<file path="config.mk">
export PLATFORM = sky130hd
export DESIGN_NAME = wb_writeback
export DESIGN_NICKNAME = d
export VERILOG_FILES = /design/src/rtl/wb_writeback.sv
export SDC_FILE = /design/constraint.sdc
export NUM_CORES = 1
export LEC_CHECK = 0
export ABC_AREA = 0
export CAP_MARGIN = 15
export CORE_UTILIZATION = 33
export CTS_CLUSTER_SIZE = 40
export DETAILED_ROUTE_END_ITERATION = 6
export GPL_TIMING_DRIVEN = 0
export PLACE_DENSITY = 0.82
export SKIP_CTS_REPAIR_TIMING = 1
export SYNTH_ARGS = -nofsm -noshare
export SYNTH_HDL_FRONTEND = slang
export SYNTH_SLANG_ARGS = --single-unit
export TNS_END_PERCENT = 20
</file>
<file path="constraint.sdc">
create_clock -name Clk -period 1.5 [get_ports Clk]
set_input_delay 0.45 -clock Clk [delete_from_list [all_inputs] [get_ports Clk]]
set_output_delay 0.45 -clock Clk [all_outputs]
set_load 0.03 [all_outputs]
</file>
<file path="src/rtl/wb_writeback.sv">
// ============================================================================
// Module      : wb_writeback
// Description : Writeback stage. It holds one ALU or load result, stalls the
//               pipeline while load data is outstanding, and bypasses the
//               result to the ID read ports. Sub-word load alignment is
//               enabled by the macro WB_LOAD_ALIGN_EN.
// Revision    : 1.0 - initial release
// ============================================================================
`default_nettype none

module wb_writeback (
  input  logic        Clk,
  input  logic        Reset_n,
  input  logic        Valid_MEM,
  input  logic        RegWrite_MEM,
  input  logic        MemToReg_MEM,
  input  logic [4:0]  Write_Register_MEM,
  input  logic [31:0] ALU_Result_MEM,
  input  logic [1:0]  Load_Size_MEM,
  input  logic        Load_Signed_MEM,
  input  logic [31:0] Mem_Rdata,
  input  logic        Mem_Rdata_Valid,
  input  logic        Flush_WB,
  input  logic [4:0]  Read_Address_1_ID,
  input  logic [4:0]  Read_Address_2_ID,
  output logic [4:0]  Write_Register_WB,
  output logic [31:0] Write_Data_WB,
  output logic        RegWrite_WB,
  output logic [1:0]  ID_Register_Write_to_Read,
  output logic        Stall_WB
);

  localparam logic [1:0] S_EMPTY      = 2'd0;
  localparam logic [1:0] S_ALU_READY  = 2'd1;
  localparam logic [1:0] S_LOAD_WAIT  = 2'd2;
  localparam logic [1:0] S_LOAD_READY = 2'd3;

  logic [1:0]  state_q, state_d;
  logic [4:0]  dest_q, dest_d;
  logic        regwr_q, regwr_d;
  logic [31:0] data_q, data_d;

`ifdef WB_LOAD_ALIGN_EN
  logic [1:0]  off_q, off_d;
  logic [1:0]  size_q, size_d;
  logic        sgn_q, sgn_d;

  // Lanes are little-endian; size 2'b11 falls through to a full word.
  function automatic logic [31:0] f_align(input logic [31:0] word,
                                          input logic [1:0]  off,
                                          input logic [1:0]  size,
                                          input logic        sgn);
    logic [15:0] half;
    logic [7:0]  byte_v;
    half   = off[1] ? word[31:16] : word[15:0];
    byte_v = word[8*off +: 8];
    case (size)
      2'b01:   f_align = {{16{sgn & half[15]}}, half};
      2'b10:   f_align = {{24{sgn & byte_v[7]}}, byte_v};
      default: f_align = word;
    endcase
  endfunction
`else
  logic w_unused_align;
  assign w_unused_align = ^{Load_Size_MEM, Load_Signed_MEM};
`endif

  // State and held-field registers
  always_ff @(posedge Clk or negedge Reset_n) begin
    if (!Reset_n) begin
      state_q <= S_EMPTY;
      dest_q  <= 5'd0;
      regwr_q <= 1'b0;
      data_q  <= 32'd0;
`ifdef WB_LOAD_ALIGN_EN
      off_q   <= 2'd0;
      size_q  <= 2'd0;
      sgn_q   <= 1'b0;
`endif
    end else begin
      state_q <= state_d;
      dest_q  <= dest_d;
      regwr_q <= regwr_d;
      data_q  <= data_d;
`ifdef WB_LOAD_ALIGN_EN
      off_q   <= off_d;
      size_q  <= size_d;
      sgn_q   <= sgn_d;
`endif
    end
  end

  // Next-state and held-field update
  always_comb begin
    state_d = state_q;
    dest_d  = dest_q;
    regwr_d = regwr_q;
    data_d  = data_q;
`ifdef WB_LOAD_ALIGN_EN
    off_d   = off_q;
    size_d  = size_q;
    sgn_d   = sgn_q;
`endif
    if (Flush_WB) begin
      state_d = S_EMPTY;
    end else if (state_q == S_LOAD_WAIT) begin
      if (Mem_Rdata_Valid) begin
`ifdef WB_LOAD_ALIGN_EN
        data_d = f_align(Mem_Rdata, off_q, size_q, sgn_q);
`else
        data_d = Mem_Rdata;
`endif
        state_d = S_LOAD_READY;
      end
    end else if (!Valid_MEM) begin
      state_d = S_EMPTY;
    end else begin
      dest_d  = Write_Register_MEM;
      regwr_d = RegWrite_MEM;
`ifdef WB_LOAD_ALIGN_EN
      off_d   = ALU_Result_MEM[1:0];
      size_d  = Load_Size_MEM;
      sgn_d   = Load_Signed_MEM;
`endif
      if (!MemToReg_MEM) begin
        data_d  = ALU_Result_MEM;
        state_d = S_ALU_READY;
      end else if (Mem_Rdata_Valid) begin
`ifdef WB_LOAD_ALIGN_EN
        data_d = f_align(Mem_Rdata, ALU_Result_MEM[1:0], Load_Size_MEM, Load_Signed_MEM);
`else
        data_d = Mem_Rdata;
`endif
        state_d = S_LOAD_READY;
      end else begin
        state_d = S_LOAD_WAIT;
      end
    end
  end

  // Outputs decoded from state and held fields
  always_comb begin
    Stall_WB    = (state_q == S_LOAD_WAIT);
    RegWrite_WB = ((state_q == S_ALU_READY) || (state_q == S_LOAD_READY))
                  && regwr_q && (dest_q != 5'd0);
    ID_Register_Write_to_Read[0] = RegWrite_WB && (dest_q == Read_Address_1_ID)
                                   && (Read_Address_1_ID != 5'd0);
    ID_Register_Write_to_Read[1] = RegWrite_WB && (dest_q == Read_Address_2_ID)
                                   && (Read_Address_2_ID != 5'd0);
  end

  assign Write_Register_WB = dest_q;
  assign Write_Data_WB     = data_q;

endmodule

`default_nettype wire

</file>
# After elaboration in Yosys (flattened, before gate mapping)
# Cells that the tools add are included.
# totals
reg_bits	40
output_inout_bits	41
# classes
n_eq_ne	6
muxes	10
bitwise	2
n_reduce_logical	13
# ops
cell	count
32-bit two-way mux	4
5-bit nonzero test	3
5-bit == test	2
2-bit two-way mux	5
1-bit logical AND	6
2-bit == test (second input constant)	2
3-bit inequality test (second input constant)	1
3-bit AND reduction	1
2-bit by 1-bit == test with 1-bit output (second input constant)	1
1-bit inverter	2
2-bit AND reduction	1
2-bit nonzero test	1
1-bit logical OR	1
1-bit two-way mux	1

# Longest topological paths before layout
# Gate-level depths: netlist of the first run.
# logic_depth
word_depth	6
mapped_depth	6
mapped_depth_nobuf	4

# Least setup slack after synthesis of the first run
# No wires, ideal clock.
# synth_timing
path_kind	flip-flop to output port
from	reg dest_q[1] (netlist: Write_Register_WB[1])
to	out ID_Register_Write_to_Read[0]
t_arrival_ps	1565
t_required_ps	1050
slack_ps	-515
stages_incl_launch_ff	4
n_path_buf	0
path_cell_list	dfrtp_1 or4_1 o211ai_1 nor3_1
# synth_via
elab_chain_cells	4
word_cells_on_any_way	5
# synth_lines
element	line_no	text
start, declared	39	logic [4:0] dest_q, dest_d;
start signal, assigned	82	dest_q <= dest_d;
5-bit nonzero test	145	&& regwr_q && (dest_q != 5'd0);
1-bit logical AND	145	
1-bit logical AND *	146	ID_Register_Write_to_Read[0] = RegWrite_WB && (dest_q == Read_Address_1_ID)
1-bit logical AND *	147	&& (Read_Address_1_ID != 5'd0);
end, declared	29	output logic [1:0] ID_Register_Write_to_Read,
# Every way passes the cells marked *; elsewhere a longest branch is shown, timed or not.

# Worst setup path after layout of the first run
# Ends and elaborated chain as after synthesis.

==> qor.csv, run 1 <==
stage,metric,value,unit
outcome,status,"complete, but fails checks",
outcome,violations,negative setup slack,
critical_path,required,1.05,ns
routing,wl_per_cell,16.2,µm
critical_path,start_kind,flip-flop,
critical_path,arrival,1.77,ns
sta,slew_viol_final,0,
sta,worst_slack,-0.723,ns
routing,ant_nets,0,
finish,diodes,0,
sta,finalCritPeriodShare,1.48,
cts,path_clk_slew,0.09,ns
synthesis,ys_seq_area_frac,0.491,
routing,drt-vias-per-instance,5.07,
floorplanning,start_util,0.342,
cts,insertion_delay,0.30,ns
grt,grt_first_pass_wirelength,9170,µm
synthesis,synth_cells,153,
finish,layout-drive-gt1-share,0.326,
sta,fmax,450,MHz
cts,cts_sinks,40,
finish,fin_nets,389,
placement,gp_congestion,0.693,
sta,setup_viol,36,
power,total_power,3.88,mW
floorplanning,die_area,0.00649,mm²
critical_path,reg2regPathDepth,6,
critical_path,cp_max_fo,4,
placement,portBuffers,126,
floorplanning,core_area,0.00596,mm²
critical_path,path_class,flip-flop to output port,
critical_path,cpMostUsedCell,buf_4,
critical_path,critical_path.cell_chain,or4_1 -> o211ai_1 -> buf_4 -> nor3_2 -> buf_4,
cts,clock_path_buffers,2,
sta,tightest_slew,0.881,ns
routing,drc_errors,0,
grt,grtUsageTotal,0.187,
floorplanning,die_w,80.6,µm
finish,layout_common_cells,"81 x clkdlybuf4s50_1, 37 x dlymetal6s2s_1, 36 x dfrtp_1",
finish,syn_to_final_growth,87.4,%
cts,cts_made_buffers,5,
sta,hold_viol,0,
synthesis,synth_warnings,0,
routing,wl,6100,µm
cts,htreeDepth,2,
hold_path,min_path_type,input port to asynchronous set/reset pin,
sta,rsz0062_at_grt,yes,
finish,layout_commonest_cell,clkdlybuf4s50_1,
power,peakVddDrop,0.502,mV
critical_path,worst_setup_path_end_kind,output port,
power,p_leak,1.68,nW
critical_path,rr_startpoint,state_q[0]$_DFFE_PN0P_,
routing,drtIter0Drc,39,
flow_run,maxCapViolCount,0,
critical_path,timing.rr.end,Write_Data_WB[23]$_DFFE_PN0P_,
critical_path,regToRegSetupSlack,-0.17,ns
finish,seqCellArea,0.00101,mm²
critical_path,critical_path.slowest_cell,or4_1,
routing,firstDrtPassIters,4,
critical_path,critical_path.max_stage_delay,0.52,ns
grt,antenna_found_initial,0,
floorplanning,io_pins,130,
placement,detailed_place_hpwl,4270,µm
floorplanning,placementRows,28,
sta,relSlewSlack,0.413,
finish,fillers,495,
cts,cts_tree,yes,
synthesis,syn-cell-area,0.00204,mm²
floorplanning,die_h,80.6,µm
synthesis,synth_nets,242,
synthesis,ys_types,23,
sta,post-route-min-period,2.22,ns
routing,via_count,1906,
cts,clockRootBuffer,clkbuf_8,
grt,grt_overflow,0,
synthesis,synth_seq_cells,40,
finish,multi_input_area,0.00102,mm²
placement,pre_cts_ws,-1.10,ns
power,cellPowerDensity,1010,mW/mm²
grt,grt_pass1_vias,1906,
sta,fin_skew,0.0170,ns
synthesis,syn_avg_cell_area,13.3,µm²
grt,grt_max_degree,41,
==> Yosys cell counts, drive strengths merged <==
| cell type | number | area, µm² |
|---|---|---|
| inv | 2 | 7.51 |
| mux2 | 6 | 67.6 |
| o211ai | 1 | 7.51 |
| nor4 | 2 | 12.5 |
| and2 | 1 | 6.26 |
| or4 | 1 | 7.51 |
| a21oi | 2 | 10.0 |
| nor2b | 1 | 13.8 |
| clkbuf | 6 | 22.5 |
| o21ai | 1 | 5.00 |
| nor3b | 1 | 12.5 |
| dfrtp | 40 | 1000 |
| a2bb2oi | 32 | 462 |
| o21ba | 1 | 10.0 |
| buf | 8 | 65.1 |
| nand4 | 2 | 12.5 |
| nor3 | 4 | 20.0 |
| or2 | 1 | 6.26 |
| xnor2 | 8 | 70.1 |
| a21boi | 1 | 18.8 |
| o22ai | 32 | 200 |
==> metal layers <==
metal	vias to the layer above	global-route usage	wire (µm)
met5	-	0	0
met4	0	0.0464	55
met3	6	0.0625	499
met2	88	0.329	3170
met1	912	0.216	2370
li1	900	-	-
==> worst max-delay path by stage <==
stage,start,end,slack [ns],cells past startpoint
finish,Write_Register_WB[1]$_DFFE_PN0P_,ID_Register_Write_to_Read[0],-0.72,5
global route,Write_Register_WB[1]$_DFFE_PN0P_,ID_Register_Write_to_Read[1],-0.79,5
CTS,Write_Register_WB[1]$_DFFE_PN0P_,ID_Register_Write_to_Read[0],-1.33,4
detailed placement,Read_Address_1_ID[0],ID_Register_Write_to_Read[0],-1.10,6
global placement,Reset_n,Write_Register_WB[1]$_DFFE_PN0P_,-1.15,1
floorplan,Write_Register_WB[1]$_DFFE_PN0P_,ID_Register_Write_to_Read[0],-0.46,3
==> where the power goes <==
group          total, mW  switching, mW  internal [mW]
clock              0.730          0.400          0.330
combinational       1.71          0.792          0.918
sequential          1.44          0.158           1.28
==> flip-flops by register name, summed over array words and instances (netlist names) <==
register           flops
Write_Data_WB         32
Write_Register_WB      5
state_q                2
regwr_q                1
==> through the flow <==
| stage | setup TNS, ns | instance area, µm² | util | instances | hold slack, ns |
|---|---|---|---|---|---|
| after detailed placement | -23.08 | 3420 | 0.574 | 354 | 0.497 |
| after global placement | -63.17 | 3420 | 0.574 | 354 | 0.491 |
| after global routing | -7.07 | 3820 | 0.641 | 376 | 0.334 |
| after CTS | -24.04 | 3510 | 0.589 | 362 | 0.299 |
| final | -4.54 | 3820 | 0.641 | 376 | 0.260 |
| after floorplan | -3.08 | 2070 | - | 153 | 0.154 |
==> critical path, delay by kind of cell, from the launching register on <==
kind | cells | cell delay [ns]
simple gates | 2 | 0.56
flops | 1 | 0.43
buf+inv | 2 | 0.33
compound gates | 1 | 0.17
==> area by class of cell <==
cell class	count	share of cell area
timing repair buffer	141	0.390
multi-input combinational	97	0.268
sequential	40	0.263
buffer	13	0.0285
tap	75	0.0246
clock buffer	5	0.0180
clock inverter	3	0.00557
inverter	2	0.00197
==> logic make-up after synthesis <==
group,synth area share
compound gates,0.350
xor+xnor,0.0344
buf+inv,0.0467
flops,0.491
mux,0.0331
simple gates,0.0448
(Power assumes the default switching activity.)
==> inputs of run 2 (changes only) <==
Settings changed: CAP_MARGIN 15 to 20.
==> results of run 2 <==
Final layout, timing and power as in run 1 (identical DEF).
==> inputs of run 3 (changes only) <==
Settings changed: CORE_MARGIN set to 5.
==> qor.csv, run 3 (synthesized netlist as in run 1, its figures left out) <==
stage,metric,value,unit,change
cts,cts_tree,yes,,
cts,cts_sinks,40,,unchanged
critical_path,rr_startpoint,state_q[1]$_DFFE_PN0P_,,
sta,worst_slack,-0.735,ns,-0.0116 ns
finish,seqCellArea,0.00101,mm²,unchanged
sta,fin_skew,0.0140,ns,-0.00291 ns
cts,path_clk_slew,0.08,ns,about the same
power,peakVddDrop,0.631,mV,+26%
critical_path,worst_setup_path_end_kind,output port,,
grt,grt_first_pass_wirelength,9800,µm,+6.9%
critical_path,timing.rr.end,Write_Register_WB[3]$_DFFE_PN0P_,,
critical_path,path_class,flip-flop to output port,,
placement,place_area,0.00342,mm²,unchanged
placement,dp.cells,354,,unchanged
floorplanning,placementRows,28,,unchanged
sta,hold_ws,0.282,ns,+0.0215 ns
cts,clockRootBuffer,clkbuf_8,,
routing,drc_errors,0,,unchanged
cts,insertion_delay,0.29,ns,about the same
sta,post-route-min-period,2.23,ns,+0.0116 ns
routing,wl_per_cell,18.3,µm,+13%
placement,gp_congestion,0.785,,+13%
finish,diodes,0,,unchanged
routing,firstDrtPassIters,4,,unchanged
cts,cts_made_buffers,5,,unchanged
routing,via_count,1952,,+2.4%
sta,relSlewSlack,0.395,,-0.0178
routing,drt-vias-per-instance,5.18,,+2.1%
hold_path,min_path_type,input port to asynchronous set/reset pin,,
critical_path,start_kind,flip-flop,,
finish,layout_commonest_cell,clkdlybuf4s50_1,,
sta,fin_setup_tns,-3.45,ns,+1.09 ns
floorplanning,start_util,0.342,,unchanged
routing,ant_nets,0,,unchanged
grt,grt_overflow,0,,unchanged
placement,portBuffers,126,,unchanged
sta,fmax,448,MHz,-0.52%
power,cellPowerDensity,1020,mW/mm²,+0.68%
cts,htreeDepth,2,,unchanged
sta,setup_viol,37,,+2.8%
finish,multi_input_area,0.00104,mm²,+1.8%
floorplanning,io_pins,130,,unchanged
critical_path,arrival,1.78,ns,about the same
floorplanning,die_w,88.6,µm,+9.9%
flow_run,maxCapViolCount,0,,unchanged
floorplanning,die_area,0.00785,mm²,+21%
critical_path,regToRegSetupSlack,-0.09,ns,+0.08 ns
placement,pre_cts_ws,-1.06,ns,+0.0355 ns
finish,syn_to_final_growth,89.1,%,
grt,antenna_found_initial,0,,unchanged
finish,layout-drive-gt1-share,0.341,,+0.0155
sta,tightest_slew,0.908,ns,+0.0268 ns
sta,finalCritPeriodShare,1.49,,+0.00772
critical_path,reg2regPathDepth,5,,-1
critical_path,required,1.05,ns,about the same
critical_path,cp_max_fo,4,,unchanged
sta,slew_viol_final,0,,unchanged
finish,final_cell_count_no_fill,377,,+0.27%
power,p_leak,1.68,nW,+0.11%
cts,clock_path_buffers,2,,unchanged
floorplanning,core_area,0.00596,mm²,unchanged
finish,fin_nets,390,,+0.26%
finish,post-route-util,0.647,,+0.00588
grt,grtUsageTotal,0.163,,-0.0239
finish,layout_common_cells,"82 x clkdlybuf4s50_1, 36 x dfrtp_1, 36 x dlymetal6s2s_1",,
placement,detailed_place_hpwl,4990,µm,+17%
outcome,violations,negative setup slack,,
routing,wl,6920,µm,+13%
routing,drtIter0Drc,32,,-18%
finish,largest_register_ff_count,32,,unchanged
sta,rsz0062_at_grt,yes,,
power,total_power,3.94,mW,+1.6%
floorplanning,die_h,88.6,µm,+9.9%
sta,hold_viol,0,,unchanged
grt,grt_pass1_vias,2033,,+6.7%
finish,fillers,483,,-2.4%
outcome,status,"complete, but fails checks",,
grt,grt_max_degree,41,,unchanged
finish,final_area,0.00385,mm²,+0.92%
run 3: where the power goes:
part,internal [mW],switching (mW)
combinational,0.933,0.809
sequential,1.28,0.161
clock,0.374,0.382
total,2.59,1.35
run 3: layout make-up:
class	instances	share of cell area
inverter	2	0.00195
timing repair buffer	142	0.389
buffer	13	0.0289
multi-input combinational	97	0.270
sequential	40	0.261
tap	75	0.0244
clock inverter	1	0.00195
clock buffer	7	0.0224
run 3: worst max path at each step:
| stage | start | to | slack, ns | cells after the start |
|---|---|---|---|---|
| 4_1_cts | Write_Register_WB[1]$_DFFE_PN0P_ | ID_Register_Write_to_Read[0] | -1.38 | 4 |
| 6_report | Write_Register_WB[1]$_DFFE_PN0P_ | ID_Register_Write_to_Read[0] | -0.73 | 5 |
| 5_1_grt | Write_Register_WB[2]$_DFFE_PN0P_ | ID_Register_Write_to_Read[1] | -0.79 | 5 |
| 3_3_place_gp | Reset_n | Write_Register_WB[2]$_DFFE_PN0P_ | -1.16 | 1 |
| 3_5_place_dp | Write_Register_WB[1]$_DFFE_PN0P_ | ID_Register_Write_to_Read[0] | -1.06 | 4 |
| 2_1_floorplan | Write_Register_WB[1]$_DFFE_PN0P_ | ID_Register_Write_to_Read[0] | -0.46 | 3 |
run 3: per-layer routing:
layer / routed length [µm] / up-vias / share of wire / global-route usage
li1: - / 903 / - / -
met5: 0 / - / 0 / 0
met4: 116 / 0 / 0.017 / 0.0549
met3: 692 / 10 / 0.10 / 0.0559
met2: 3610 / 86 / 0.52 / 0.290
met1: 2490 / 953 / 0.36 / 0.182
run 3: critical path, stage by stage, from the launching register on:
cell and delay (ns):
dfrtp_2 0.43, or4_4 0.53, o211ai_1 0.17, buf_4 0.17, nor3_2 0.05, buf_4 0.17
